**src/rtl/mem_2.sv**
```systemverilog
// -----------------------------------------------------------------------------
// mem_2 - operand storage RAM for the dot-product datapath.
//
// One write port and one registered read port, both on clk. Writes land at
// the rising edge; reads return data one cycle after the strobe. A read and a
// write to the same location in the same cycle are read-first: the read sees
// the old word, and the new word is visible to a read strobed one cycle later.
//
// Parameters
//   DATA_WIDTH : word width in bits
//   MEM_SIZE   : number of storage words
//   ADDR_WIDTH : address width; reachable range is
//                0 .. min(MEM_SIZE, 2**ADDR_WIDTH)-1
//
// Ports
//   clk           : clock, rising edge
//   rst_n         : synchronous active-low reset
//   write_en      : write strobe
//   write_address : write location (writes at or beyond MEM_SIZE are dropped)
//   data_in       : write data
//   read_en       : read strobe (data_out holds when low)
//   read_address  : read location (reads at or beyond MEM_SIZE return 0)
//   data_out      : registered read data
//
// Build option
//   MEM2_RESET_CLEAR_EN : when defined, every reset edge clears all MEM_SIZE
//                         words to zero. When undefined, reset touches only
//                         data_out and the array keeps its contents.
// -----------------------------------------------------------------------------
module mem_2 #(
    parameter int DATA_WIDTH = 8,
    parameter int MEM_SIZE   = 64,
    parameter int ADDR_WIDTH = 4
) (
    input  logic                  clk,
    input  logic                  rst_n,
    input  logic                  write_en,
    input  logic [ADDR_WIDTH-1:0] write_address,
    input  logic [DATA_WIDTH-1:0] data_in,
    input  logic                  read_en,
    input  logic [ADDR_WIDTH-1:0] read_address,
    output logic [DATA_WIDTH-1:0] data_out
);

    // Index width sized to the array itself, so the array is never indexed
    // with a narrower or wider vector than it needs.
    localparam int IDX_WIDTH = (MEM_SIZE > 1) ? $clog2(MEM_SIZE) : 1;

    logic [DATA_WIDTH-1:0] mem_r [MEM_SIZE];
    logic [DATA_WIDTH-1:0] data_out_r;

    logic                  write_ok_s;
    logic                  read_ok_s;
    logic [IDX_WIDTH-1:0]  write_idx_s;
    logic [IDX_WIDTH-1:0]  read_idx_s;

    // True when an address falls inside the populated part of the array.
    function automatic logic addr_in_range(input logic [ADDR_WIDTH-1:0] addr);
        logic [31:0] wide;
        wide = 32'(addr);
        return (wide < 32'(MEM_SIZE));
    endfunction

    // Array index for an address; only meaningful when addr_in_range holds.
    function automatic logic [IDX_WIDTH-1:0] addr_to_idx(input logic [ADDR_WIDTH-1:0] addr);
        logic [31:0] wide;
        wide = 32'(addr);
        return wide[IDX_WIDTH-1:0];
    endfunction

    // Qualify strobes with the address range and derive array indices.
    always_comb begin
        write_ok_s  = write_en & addr_in_range(write_address);
        read_ok_s   = addr_in_range(read_address);
        write_idx_s = addr_to_idx(write_address);
        read_idx_s  = addr_to_idx(read_address);
    end

`ifdef MEM2_RESET_CLEAR_EN
    // Storage update: reset wipes every word in one edge, otherwise accept in-range writes.
    always_ff @(posedge clk) begin
        if (!rst_n) begin
            for (int i = 0; i < MEM_SIZE; i++) begin
                mem_r[i] <= {DATA_WIDTH{1'b0}};
            end
        end else if (write_ok_s) begin
            mem_r[write_idx_s] <= data_in;
        end
    end
`else
    // Storage update: contents survive reset; writes are blocked only while reset is low.
    always_ff @(posedge clk) begin
        if (rst_n && write_ok_s) begin
            mem_r[write_idx_s] <= data_in;
        end
    end
`endif

    // Read register: the non-blocking read of mem_r sees the pre-write word,
    // which gives read-first behaviour on a same-address collision.
    always_ff @(posedge clk) begin
        if (!rst_n) begin
            data_out_r <= {DATA_WIDTH{1'b0}};
        end else if (read_en) begin
            if (read_ok_s) begin
                data_out_r <= mem_r[read_idx_s];
            end else begin
                data_out_r <= {DATA_WIDTH{1'b0}};
            end
        end
    end

    assign data_out = data_out_r;

endmodule

```
**config.mk**
```make
export PLATFORM = sky130hd
export DESIGN_NAME = mem_2
export DESIGN_NICKNAME = d
export VERILOG_FILES = /design/src/rtl/mem_2.sv
export SDC_FILE = /design/constraint.sdc
export NUM_CORES = 1
export LEC_CHECK = 0
export CAP_MARGIN = 20
export CORE_MARGIN = 1.5
export CORE_UTILIZATION = 59
export CTS_CLUSTER_DIAMETER = 40
export DETAILED_ROUTE_END_ITERATION = 8
export GPL_TIMING_DRIVEN = 0
export PLACE_DENSITY = 0.79
export SYNTH_ARGS = -nofsm -noshare
export SYNTH_HDL_FRONTEND = slang
export SYNTH_SLANG_ARGS = --single-unit
```
**constraint.sdc**
```tcl
create_clock -name clk -period 2.65 [get_ports clk]
set_input_delay 0.6625 -clock clk [delete_from_list [all_inputs] [get_ports clk]]
set_output_delay 0.6625 -clock clk [all_outputs]
set_load 0.02 [all_outputs]
```
==> flow_summary.ini <==
[floorplanning]
core_sq_mm = 0.00876
die-area_sq_mm = 0.00967
start_util_pct = 61.2
die_y_microns = 98.3
ios = 28
die_x_microns = 98.3
rows = 34

[sta]
tightest_slew_ps = 1100
rsz0062_at_grt = false
setup-tns-final_ps = 0
hold_violations = 0
fin_skew_ps = 8.10
fin_crit_ps = 2380
report.final.slew_viol_count = 0
setup_viol = 0
slew_headroom_pct = 26.1
post-route-period-util_pct = 89.9
fin_hold_ws_ps = 459
setup_ws_ps = 267
fmax_mhz = 420

[routing]
drt_iter0_drc = 244
ant_nets = 0
via_count = 3070
viasPerCell = 6.28
wl_microns = 12000
drc = 0
first_pass_iters = 5
routedWlPerCell_microns = 24.6

[final_layout]
finalNonFillerCells = 489
diodes = 0
drive_gt1_share_pct = 12.3
areaGrowthSynthToFinish_pct = 19.4
fin_nets = 388

[power_and_ir_drop]
p_clk_share_pct = 48.1
p_int_mw = 4.11
power_frac_comb_pct = 5.6
p_per_area_mw_per_mm2 = 810
p_seq_share_pct = 46.3
p_switching_mw = 1.07
p_total_mw = 5.18
sw_frac_of_total_pct = 20.7
irDropWorstVdd_uv = 540
p_leak_nw = 2.27

[worst_setup_path]
crit_arrival_ps = 2610
path_class = in2reg
reg2regPathDepth = 4
crit_path_cell_trace = clkdlybuf4s50_1, nand2_1, or3_1, nor3_1, buf_2
critPathMaxStageDelay_ps = 650
start_kind = input port
crit_slowest_cell = clkdlybuf4s50_1
worstPathRequired_ps = 2880
rr_endpoint = data_out[7]
r2r_start = mem_r[5][7]
path_max_fanout = 6
cp-end-kind = flop
rrSetupSlack_ps = 1560

[clock_tree]
ctsHoldBuffers = 0
htree_levels = 4
root_buffer = clkbuf_8
path_clk_slew_ps = 60
clockBufferDepth = 2
cts_tree = built
cts_setup_buffers = 0
cts_buffers = 17
clock-sinks = 136
clkLatencyLatePin_ps = 530
cts_resized = 0

[worst_hold_path]
hold_end = data_out[6]
hp-start = data_out[6]
hold_path_depth = 2
min_path_type = reg2reg

[synthesis]
ys_seq_area_share_pct = 74.7
synth_cells = 320
ys_ff_latch = 136
yosys_warnings = 0
syn_nets = 340
synthDistinctLibCells = 23
syn_avg_cell_area_sq_um = 16.8
syn_area_sq_mm = 0.00536

[grt]
grt_pass1_wl_microns = 18100
antenna_found_initial = 0
gr-total-overflow = 0
grt_usage_pct = 26.4
grt_max_degree = 17
grt_pass1_vias = 3091

[place]
post-place-ws_ps = -325
dp_cells = 456
gp_congestion = 0.852
dp_hpwl_microns = 7310
port_buffers = 26

[job]
cap_viol_max_count = 0

[outcome]
outcome = finished, final reports clean
## cells in the mapped netlist (all sizes together)
master  instances  area share, %
edfxtp        128             72
a22oi          24            3.4
dfxtp           8            3.0
mux2i          64             12
nor3            4           0.37
nor2           15            1.2
and2            1           0.12
nand4           1           0.12
nand2b          2           0.23
nand4b          1           0.16
a21oi           8           0.75
or3             1           0.12
nand2          20            1.4
nor2b           3           0.35
nand3          25            2.3
buf            15            2.8
## worst max path at each step
| stage | from | to |
|---|---|---|
| 3_5_place_dp | rst_n | mem_r[8][1] |
| 3_3_place_gp | rst_n | mem_r[0][3] |
| 6_report | rst_n | mem_r[0][6] |
| 2_1_floorplan | write_address[0] | mem_r[0][0] |
| 5_1_grt | rst_n | mem_r[0][6] |
| 4_1_cts | rst_n | mem_r[0][6] |
## registers in the layout, indices dropped and copies added, names as in the netlist
signal and count:
mem_r 128, data_out 8
## cells in the final DEF, fill, tap and decap left out, types with 5 or more instances in the layout
master           synthesis  layout
clkdlybuf4s50_1          0      26
bufinv_16                0       5
edfxtp_1               128     128
a22oi_1                 24      24
a21oi_1                  8       8
dfxtp_1                  8       8
mux2i_1                 64      64
nand3_1                 25      25
nor2_1                  13      13
clkbuf_16                0      16
nand2_1                 20      20
buf_2                    4       5
## cell families (layout without fill, tap and decap cells)
family	count (synthesis)	after routing	share of synthesized area, %
flip-flops	136	136	74.7
AND/OR/NAND/NOR	73	73	6.44
multiplexers	64	64	12.0
AO/OA/AOI/OAI	32	32	4.11
buffers and inverters	15	76	2.80
## power by group through the flow
stage	Sequential (mW)	Combinational, mW	Clock [mW]
after floorplan	2.45	0.135	0
after global placement	2.44	0.275	0
after detailed placement	2.44	0.282	0
after CTS	2.40	0.286	2.50
after global routing	2.40	0.305	2.57
final	2.40	0.288	2.49
## worst max-delay path, delay by kind of cell
| family | cells | cell delay, ps |
|---|---|---|
| and+or+nand+nor | 3 | 960 |
| buffers and inverters | 2 | 970 |
## layer usage
layer  vias to the layer above  global-route usage, %  part of all wire, %
li1                       1345                      -                    -
met1                      1522                   36.3                   39
met2                       178                   41.8                   50
met3                        25                   5.58                  8.3
met4                         0                   10.9                  2.4
met5                         -                      0                    0
## area by class of cell
class / count / area [sq um]
Sequential cell: 136 / 4000
Timing Repair Buffer: 29 / 280
Clock buffer: 17 / 414
Buffer: 15 / 150
Tap cell: 108 / 135
Fill cell: 533 / 2370
Clock inverter: 15 / 208
Multi-Input combinational cell: 169 / 1210
## metrics by stage
stage / area (sq um) / util, %
floorplan: 5360 / -
global placement: 5760 / 65.7
detailed placement: 5770 / 65.8
CTS: 6390 / 72.9
global route: 6400 / 73.0
finish: 6400 / 73.0
Power figures use the tool's default switching activity.
